--- src/rtl/cfr_axil_ipif.sv ---
// cfr_axil_ipif: AXI4-Lite slave bridged onto the CFR IPIF with per-path ack timeout
module cfr_axil_ipif #(
  parameter int ADDR_WIDTH = 10,
  parameter int DATA_WIDTH = 32,
  parameter int TIMEOUT    = 16
) (
  input  logic                    clk,
  input  logic                    rst,
  input  logic [ADDR_WIDTH+1:0]   s_axi_awaddr,
  input  logic                    s_axi_awvalid,
  output logic                    s_axi_awready,
  input  logic [DATA_WIDTH-1:0]   s_axi_wdata,
  input  logic [3:0]              s_axi_wstrb,
  input  logic                    s_axi_wvalid,
  output logic                    s_axi_wready,
  output logic [1:0]              s_axi_bresp,
  output logic                    s_axi_bvalid,
  input  logic                    s_axi_bready,
  input  logic [ADDR_WIDTH+1:0]   s_axi_araddr,
  input  logic                    s_axi_arvalid,
  output logic                    s_axi_arready,
  output logic [DATA_WIDTH-1:0]   s_axi_rdata,
  output logic [1:0]              s_axi_rresp,
  output logic                    s_axi_rvalid,
  input  logic                    s_axi_rready,
  output logic [ADDR_WIDTH-1:0]   wr_addr,
  output logic                    wr_req,
  output logic [DATA_WIDTH-1:0]   wr_data,
  input  logic                    wr_ack,
  output logic [ADDR_WIDTH-1:0]   rd_addr,
  output logic                    rd_req,
  input  logic [DATA_WIDTH-1:0]   rd_data,
  input  logic                    rd_ack
);
  localparam int CW = $clog2(TIMEOUT + 1);
  localparam logic [1:0] W_IDLE = 2'd0, W_REQ = 2'd1, W_WAIT = 2'd2, W_RESP = 2'd3;
  localparam logic [1:0] R_IDLE = 2'd0, R_REQ = 2'd1, R_WAIT = 2'd2, R_RESP = 2'd3;
  localparam logic [CW-1:0] T_LAST = CW'(TIMEOUT - 1);
  logic [1:0] w_state, r_state;
  logic aw_got, w_got, strb_ok;
  logic [ADDR_WIDTH-1:0] aw_q;
  logic [DATA_WIDTH-1:0] wd_q;
  logic [CW-1:0] w_cnt, r_cnt;
  logic aw_hs, w_hs, ar_hs, unused;
  assign aw_hs = s_axi_awvalid & s_axi_awready;
  assign w_hs = s_axi_wvalid & s_axi_wready;
  assign ar_hs = s_axi_arvalid & s_axi_arready;
  assign wr_req = (w_state == W_REQ) & strb_ok;
  assign rd_req = r_state == R_REQ;
  assign s_axi_bvalid = w_state == W_RESP;
  assign s_axi_rvalid = r_state == R_RESP;
  assign unused = ^{s_axi_awaddr[1:0], s_axi_araddr[1:0]};
  // AW and W are parked in aw_q/wd_q so the IPIF outputs only move on the IDLE->REQ step
  always_ff @(posedge clk or posedge rst) begin
    if (rst) begin
      w_state <= W_IDLE;
      aw_got <= 1'b0;
      w_got <= 1'b0;
      strb_ok <= 1'b0;
      aw_q <= '0;
      wd_q <= '0;
      w_cnt <= '0;
      s_axi_awready <= 1'b0;
      s_axi_wready <= 1'b0;
      s_axi_bresp <= 2'b00;
      wr_addr <= '0;
      wr_data <= '0;
    end else begin
      case (w_state)
        W_IDLE: begin
          if (aw_hs) aw_q <= s_axi_awaddr[ADDR_WIDTH+1:2];
          if (w_hs) begin
            wd_q <= s_axi_wdata;
            strb_ok <= s_axi_wstrb == 4'hF;
          end
          if ((aw_got | aw_hs) & (w_got | w_hs)) begin
            w_state <= W_REQ;
            aw_got <= 1'b0;
            w_got <= 1'b0;
            s_axi_awready <= 1'b0;
            s_axi_wready <= 1'b0;
            wr_addr <= aw_hs ? s_axi_awaddr[ADDR_WIDTH+1:2] : aw_q;
            wr_data <= w_hs ? s_axi_wdata : wd_q;
          end else begin
            aw_got <= aw_got | aw_hs;
            w_got <= w_got | w_hs;
            s_axi_awready <= ~(aw_got | aw_hs);
            s_axi_wready <= ~(w_got | w_hs);
          end
        end
        W_REQ: begin
          w_cnt <= '0;
          w_state <= (!strb_ok || wr_ack) ? W_RESP : W_WAIT;
          if (!strb_ok || wr_ack) s_axi_bresp <= strb_ok ? 2'b00 : 2'b10;
        end
        W_WAIT: begin
          w_cnt <= w_cnt + CW'(1);
          if (wr_ack || w_cnt == T_LAST) begin
            w_state <= W_RESP;
            s_axi_bresp <= wr_ack ? 2'b00 : 2'b10;
          end
        end
        W_RESP: begin
          if (s_axi_bready) begin
            w_state <= W_IDLE;
            s_axi_awready <= 1'b1;
            s_axi_wready <= 1'b1;
          end
        end
      endcase
    end
  end
  always_ff @(posedge clk or posedge rst) begin
    if (rst) begin
      r_state <= R_IDLE;
      r_cnt <= '0;
      s_axi_arready <= 1'b0;
      s_axi_rdata <= '0;
      s_axi_rresp <= 2'b00;
      rd_addr <= '0;
    end else begin
      case (r_state)
        R_IDLE: begin
          s_axi_arready <= ~ar_hs;
          if (ar_hs) begin
            r_state <= R_REQ;
            rd_addr <= s_axi_araddr[ADDR_WIDTH+1:2];
          end
        end
        R_REQ: begin
          r_cnt <= '0;
          r_state <= rd_ack ? R_RESP : R_WAIT;
          if (rd_ack) begin
            s_axi_rdata <= rd_data;
            s_axi_rresp <= 2'b00;
          end
        end
        R_WAIT: begin
          r_cnt <= r_cnt + CW'(1);
          if (rd_ack || r_cnt == T_LAST) begin
            r_state <= R_RESP;
            s_axi_rdata <= rd_ack ? rd_data : '0;
            s_axi_rresp <= rd_ack ? 2'b00 : 2'b10;
          end
        end
        R_RESP: begin
          if (s_axi_rready) begin
            r_state <= R_IDLE;
            s_axi_arready <= 1'b1;
          end
        end
      endcase
    end
  end
endmodule

--- config.mk ---
export PLATFORM = sky130hd
export DESIGN_NAME = cfr_axil_ipif
export DESIGN_NICKNAME = d
export VERILOG_FILES = /design/src/rtl/cfr_axil_ipif.sv
export SDC_FILE = /design/constraint.sdc
export NUM_CORES = 1
export LEC_CHECK = 0
export ABC_AREA = 0
export CORE_MARGIN = 8
export CORE_UTILIZATION = 33
export CTS_CLUSTER_DIAMETER = 100
export CTS_CLUSTER_SIZE = 20
export DETAILED_ROUTE_END_ITERATION = 10
export GPL_TIMING_DRIVEN = 0
export PLACE_DENSITY = 0.71
export SYNTH_ARGS = -nofsm -noshare
export SYNTH_HDL_FRONTEND = slang
export SYNTH_SLANG_ARGS = --single-unit
--- constraint.sdc ---
create_clock -name clk -period 5.55 [get_ports clk]
set_input_delay 1.11 -clock clk [delete_from_list [all_inputs] [get_ports clk]]
set_output_delay 1.11 -clock clk [all_outputs]
set_load 0.03 [all_outputs]
==> results.md, run 1 <==
* Fill cells at 1718
* Crit Path Class: flip-flop to output port
* Clk Latency, worst-skew pair at 0.41 ns
* Fin Hold WS at 0.495 ns
* Number of flops mapped to enable cells by yosys at 0
* Die X at 153 um
* Top cell type's share of synthesized area at 0.594
* Final core occ at 0.484
* WL/cell at 16.9 um
* Max cap viols at 0
* Max frequency at 331 MHz
* Reg-to-reg startpoint: r_cnt[0]
* GR Overflow Total at 0
* Most used DFF post-synth: dfrtp_1
* Gate power share at 0.493
* CORE AREA at 0.0186 mm^2
* Final net count at 831
* Final Hold Viols at 0
* Type of origin of the critical path: flip-flop
* PnR worst setup slack at 2.53 ns
* Worst Path Required at 4.44 ns
* Largest cells by area after synthesis: dfrtp_1, mux2_2, mux2i_1
* Worst Hold Class: flip-flop to flip-flop
* Total track usage at 0.140
* DRC at 0
* Cell Pwr Density at 662 mW/mm^2
* Clock Sinks at 148
* Hold_sp: wd_q[1]
* Register area share after synthesis at 0.594
* Routed WL at 16300 um
* Slew @ Worst Pin at 0.643 ns
* Unrepaired setup endpoints after global routing: no
* CTS tree: yes
* Post-Layout Cell Count at 965
* Flop pwr share at 0.318
* Internal at 3.62 mW
* Syn avg cell area at 12.3 um^2
* Final Max Tran Viols at 0
* Switching Fraction at 0.394
* Outcome: completed
* Static Leak at 3.96 nW
* Area Overhead vs Synth at 45.0%
* Post-cts sizing count at 0
* H-Tree Depth at 4
* Crit share post-route at 0.544
* Largest net degree at the start of global routing at 83
* Std-Cell Rows at 50
* Initial DRC count at 135
* Worst Path Arrival at 1.91 ns
* Post-synth top area cell: dfrtp_1
* Final setup TNS at 0 ns
* Setup violations, final at 0
* Clk network pwr share at 0.189
* Layout Skew at 0.0103 ns
* Post-synthesis register bit count at 148
* Io pins at 196
* Placed instance count at 933
* Gp weighted congestion at 0.749
* PortBufs at 189
* Fraction of layout cells with a size suffix above 1 at 0.159
* TritonRoute pass-1 iters at 4
* Clock buffer depth at 2
* Initial antenna violation count at 2
* Vias/cell at 4.82
* Post-DP HPWL at 11700 um
* DR vias at 4654
* Reg clk slew, reported paths at 0.06 ns
* Root Buffer: clkbuf_16
* Crit-path max FO at 4
* Post-Place Cell Area at 0.00845 mm^2
* Antenna Cells at 0
* Synth unique cells at 39
* CTS Buf Count at 17
* Slew headroom at 0.572
* Mapped Area at 0.00623 mm^2
* Chip height at 153 um
* Final cell area excluding filler cells at 0.00903 mm^2
* Pre-CTS setup slack at 2.82 ns
* Syn. warnings at 0
* Net switching power at 2.35 mW
* Vias in the first global route at 5023
* Synth async-reset ratio at 1.00
* Fin crit period at 3.02 ns
* Antenna-violating nets left at 0
* Crit end category: output port
* First-pass GRT wire length at 26600 um
* CP startpoint: r_state[1]
* Overall Power at 5.98 mW
* Gate Count Post-Synth at 508
* Post-CTS Setup Bufs at 0
* Initial core utilization at 0.334
* Worst VDD drop at 0.390 mV
* DIE AREA at 0.0235 mm^2
* Hold buffers post-CTS at 0
==> layer usage <==
layer,GRT usage,up-vias,wire length (um)
met5,0,-,25
met4,0.0434,4,170
met3,0.0555,16,1230
met2,0.226,123,7670
met1,0.168,2286,7170
li1,-,2225,-
==> critical path, cell delays in order (launching register included) <==
cell,delay (ns)
dfrtp_1,0.41
inv_1,0.12
ha_1,0.25
clkdlybuf4s50_1,0.72
==> cell usage in the layout, fill, tap and decap left out, types with 2 or more instances in the layout <==
master and n:
a22o_1 32, clkbuf_16 17, bufinv_16 2, inv_1 18
clkdlybuf4s50_1 189, o22ai_1 13, clkinv_4 2, ha_1 12
nand2_1 13, buf_6 5, buf_2 17, nor2_1 49
dfrtp_1 148, mux2_2 53, o211ai_1 2, clkbuf_1 7
nor3b_1 2, mux2i_1 31, clkinv_2 5, and3_1 2
nand3b_1 3, o21ai_0 16, nand3_1 8, clkbuf_8 3
nor2b_1 4, conb_1 2, a21oi_1 54, buf_4 3
==> final cells by class <==
| type | instances | area, um^2 | area share |
|---|---|---|---|
| sequential | 148 | 3700 | 0.410 |
| buffer | 30 | 184 | 0.0204 |
| tap | 234 | 293 | 0.0324 |
| inverter | 19 | 76.3 | 0.00845 |
| timing repair buffer | 190 | 1920 | 0.213 |
| multi-input combinational | 312 | 2270 | 0.252 |
| clock inverter | 9 | 103 | 0.0114 |
| clock buffer | 23 | 478 | 0.0529 |
==> cell families (layout without fill, tap and decap cells) <==
| logic type | after synthesis | after routing | synth area share |
|---|---|---|---|
| flip-flops | 148 | 148 | 0.594 |
| buffers and inverters | 49 | 271 | 0.0410 |
| AND/OR/NAND/NOR | 88 | 88 | 0.0647 |
| adder cells (fa/ha/maj) | 12 | 12 | 0.0241 |
| other | 1 | 2 | 0.000602 |
| AO/OA/AOI/OAI | 126 | 126 | 0.130 |
| multiplexers | 84 | 84 | 0.146 |
==> flip-flops by register name, indices dropped and copies added (netlist names), 5 cells and up <==
register and flops:
wr_data 32, s_axi_rdata 32, wd_q 32, wr_addr 10
rd_addr 10, r_cnt 5, w_cnt 5, aw_q 10
==> power by group through the flow <==
stage / sequential [mW] / clock [mW] / combinational [mW]
5_1_grt: 1.97 / 1.21 / 3.19
3_5_place_dp: 1.91 / 0 / 3.00
2_1_floorplan: 2.51 / 0 / 1.26
6_report: 1.90 / 1.13 / 2.95
3_3_place_gp: 1.90 / 0 / 2.94
4_1_cts: 1.90 / 1.16 / 3.00
==> synthesized netlist by cell type (2+ instances only) <==
master and number:
buf_2 17, and3_1 2, nor2_1 49, nand2_1 13, mux2i_1 31, o21ai_0 16, o22ai_1 13, buf_6 5
mux2_2 53, nand3b_1 3, nand3_1 8, buf_4 3, nor3b_1 2, o211ai_1 2, a22o_1 32, inv_1 19
clkbuf_1 4, ha_1 12, dfrtp_1 148, a21oi_1 54, nor2b_1 4
==> worst paths after layout <==
| kind | endpoint | slack, ns | cells after the start |
|---|---|---|---|
| max in group asynchronous | wd_q[20] | 3.54 | 3 |
| min reg2reg | wd_q[1] | 0.50 | 1 |
| min in group asynchronous | s_axi_rdata[18] | 1.17 | 2 |
| max | rd_req | 2.53 | 3 |
| max reg2reg | s_axi_rdata[9] | 3.61 | 8 |
| min | wd_q[1] | 0.50 | 1 |
No activity file was read; power rests on OpenSTA's default activity.
==> run 2, diff against run 1 <==
==> constraint.sdc (replaced) <==
create_clock -name clk -period 2.9 [get_ports clk]
set_input_delay 0.58 -clock clk [delete_from_list [all_inputs] [get_ports clk]]
set_output_delay 0.58 -clock clk [all_outputs]
set_load 0.03 [all_outputs]
==> results.md, run 2 (same netlist as run 1, synthesis figures left out) <==
* Outcome: completed
* Initial DRC count at 165
* Post-Place Cell Area at 0.00851 mm^2
* Std-Cell Rows at 50
* DRC at 0
* Worst Path Required at 2.32 ns
* Max cap viols at 0
* Pre-CTS setup slack at 0.687 ns
* Clock buffer depth at 2
* Die X at 153 um
* Post-cts sizing count at 0
* Routed WL at 16400 um
* Initial core utilization at 0.334
* Slowest stage delay, CP at 0.73 ns
* Gate power share at 0.492
* Worst Reg2Reg Path Length in Cells at 8
* Crit end category: output port
* Fraction of layout cells with a size suffix above 1 at 0.165
* Static Leak at 3.98 nW
* Vias/cell at 4.85
* Clock Sinks at 148
* Crit share post-route at 0.859
* Hold buffers post-CTS at 0
* Final Max Tran Viols at 0
* Most common cell after layout, fill and taps aside: clkdlybuf4s50_1
* Clk Latency, worst-skew pair at 0.42 ns
* DIE AREA at 0.0235 mm^2
* Gp weighted congestion at 0.748
* R2r setup slk at 0.95 ns
* DR vias at 4696
* PortBufs at 189
* Crit Path Class: flip-flop to output port
* Reg2reg end: s_axi_rdata[23]
* Antenna-violating nets left at 0
* Cell Pwr Density at 1260 mW/mm^2
* Antenna Cells at 0
* Reg-to-reg startpoint: r_cnt[0]
* Worst VDD drop at 0.680 mV
* Slew headroom at 0.603
* Vias in the first global route at 5009
* PnR worst setup slack at 0.409 ns
* Worst Path Arrival at 1.91 ns
* Area Overhead vs Synth at 46.0%
* Post-DP HPWL at 12000 um
* Layout Skew at 0.0130 ns
* Fin crit period at 2.49 ns
* TritonRoute pass-1 iters at 4
* Final cell area excluding filler cells at 0.00910 mm^2
* CTS tree: yes
* Worst Hold Class: flip-flop to flip-flop
* Slew @ Worst Pin at 0.594 ns
* Net switching power at 4.55 mW
* First-pass GRT wire length at 26800 um
* Final net count at 834
* CTS Buf Count at 17
* Post-CTS Setup Bufs at 0
* Final Hold Viols at 0
* Flop pwr share at 0.318
* Max frequency at 401 MHz
* Clk network pwr share at 0.190
* Type of origin of the critical path: flip-flop
* Unrepaired setup endpoints after global routing: no
* Chip height at 153 um
* CORE AREA at 0.0186 mm^2
* Critical-path cell list: inv_1, ha_1, clkdlybuf4s50_1
* Critical Path End: rd_req
* Root Buffer: clkbuf_16
* Setup violations, final at 0
* Reg clk slew, reported paths at 0.06 ns
* Initial antenna violation count at 0
* Io pins at 196
* Switching Fraction at 0.397
* WL/cell at 17.0 um
* CP startpoint: r_state[1]
* Critical-path top delay cell: clkdlybuf4s50_1
* Most frequent cells in the layout: clkdlybuf4s50_1, dfrtp_1, a21oi_1, mux2_2, nor2_1
* GR Overflow Total at 0
* Final core occ at 0.488
* Internal at 6.92 mW
* Crit-path max FO at 4
* Total track usage at 0.142
* Largest net degree at the start of global routing at 42
* Top Registers: s_axi_rdata (32), wd_q (32), wr_data (32)
* H-Tree Depth at 4
## run 2: cell types whose count changed in the layout (fill, tap and decap cells not counted), sizes merged
cell	delta
clkinvlp	+3
buf	+3
clkbuf	-3
## run 2: worst min-delay path by stage
stage / endpoint / depth (start not counted) / slack, ns / from
after global routing: wd_q[18] / 1 / 0.51 / wd_q[18]
after CTS: wd_q[31] / 1 / 0.50 / wd_q[31]
after floorplan: r_cnt[3] / 1 / 0.47 / r_cnt[3]
after global placement: wd_q[31] / 1 / 0.48 / wd_q[31]
after detailed placement: s_axi_rdata[9] / 1 / 0.48 / s_axi_rdata[9]
final: s_axi_rdata[10] / 1 / 0.50 / s_axi_rdata[10]
## run 2: cell type report
cell class | instances | area, um^2
fill | 1663 | 9550
sequential | 148 | 3700
multi-input combinational | 312 | 2270
timing repair buffer | 193 | 1980
clock buffer | 20 | 457
tap | 234 | 293
buffer | 30 | 184
clock inverter | 12 | 130
inverter | 19 | 75.1
## run 2: power by group through the flow
| stage | sequential [mW] | combinational [mW] | clock [mW] |
|---|---|---|---|
| final | 3.64 | 5.65 | 2.19 |
| after CTS | 3.65 | 5.73 | 2.26 |
| after global placement | 3.64 | 5.62 | 0 |
| after detailed placement | 3.67 | 5.72 | 0 |
| after floorplan | 4.80 | 2.41 | 0 |
| after global routing | 3.78 | 6.10 | 2.35 |
## run 2: per-layer routing
layer / wire length [um] / track usage / vias to the layer above / share of wire
met1: 7110 / 0.170 / 2325 / 0.43
met3: 1330 / 0.0626 / 13 / 0.081
li1: - / - / 2227 / -
met2: 7880 / 0.231 / 131 / 0.48
met5: 0 / 0 / - / 0
met4: 120 / 0.0350 / 0 / 0.0073
## run 2: critical path: cells and delay by family, from the launching register on
| family | cells | cell delay (ns) |
|---|---|---|
| buf+inv | 2 | 0.85 |
| flops | 1 | 0.40 |
| fa+ha+maj | 1 | 0.25 |
## run 2: stage by stage
stage / hold WS (ns) / instances / setup TNS (ns) / power [mW]
floorplan: 0.466 / 509 / 0 / 7.21
global placement: 0.479 / 932 / -142.03 / 9.26
detailed placement: 0.482 / 936 / 0 / 9.39
CTS: 0.501 / 968 / 0 / 11.6
global route: 0.509 / 968 / 0 / 12.2
finish: 0.498 / 968 / 0 / 11.5
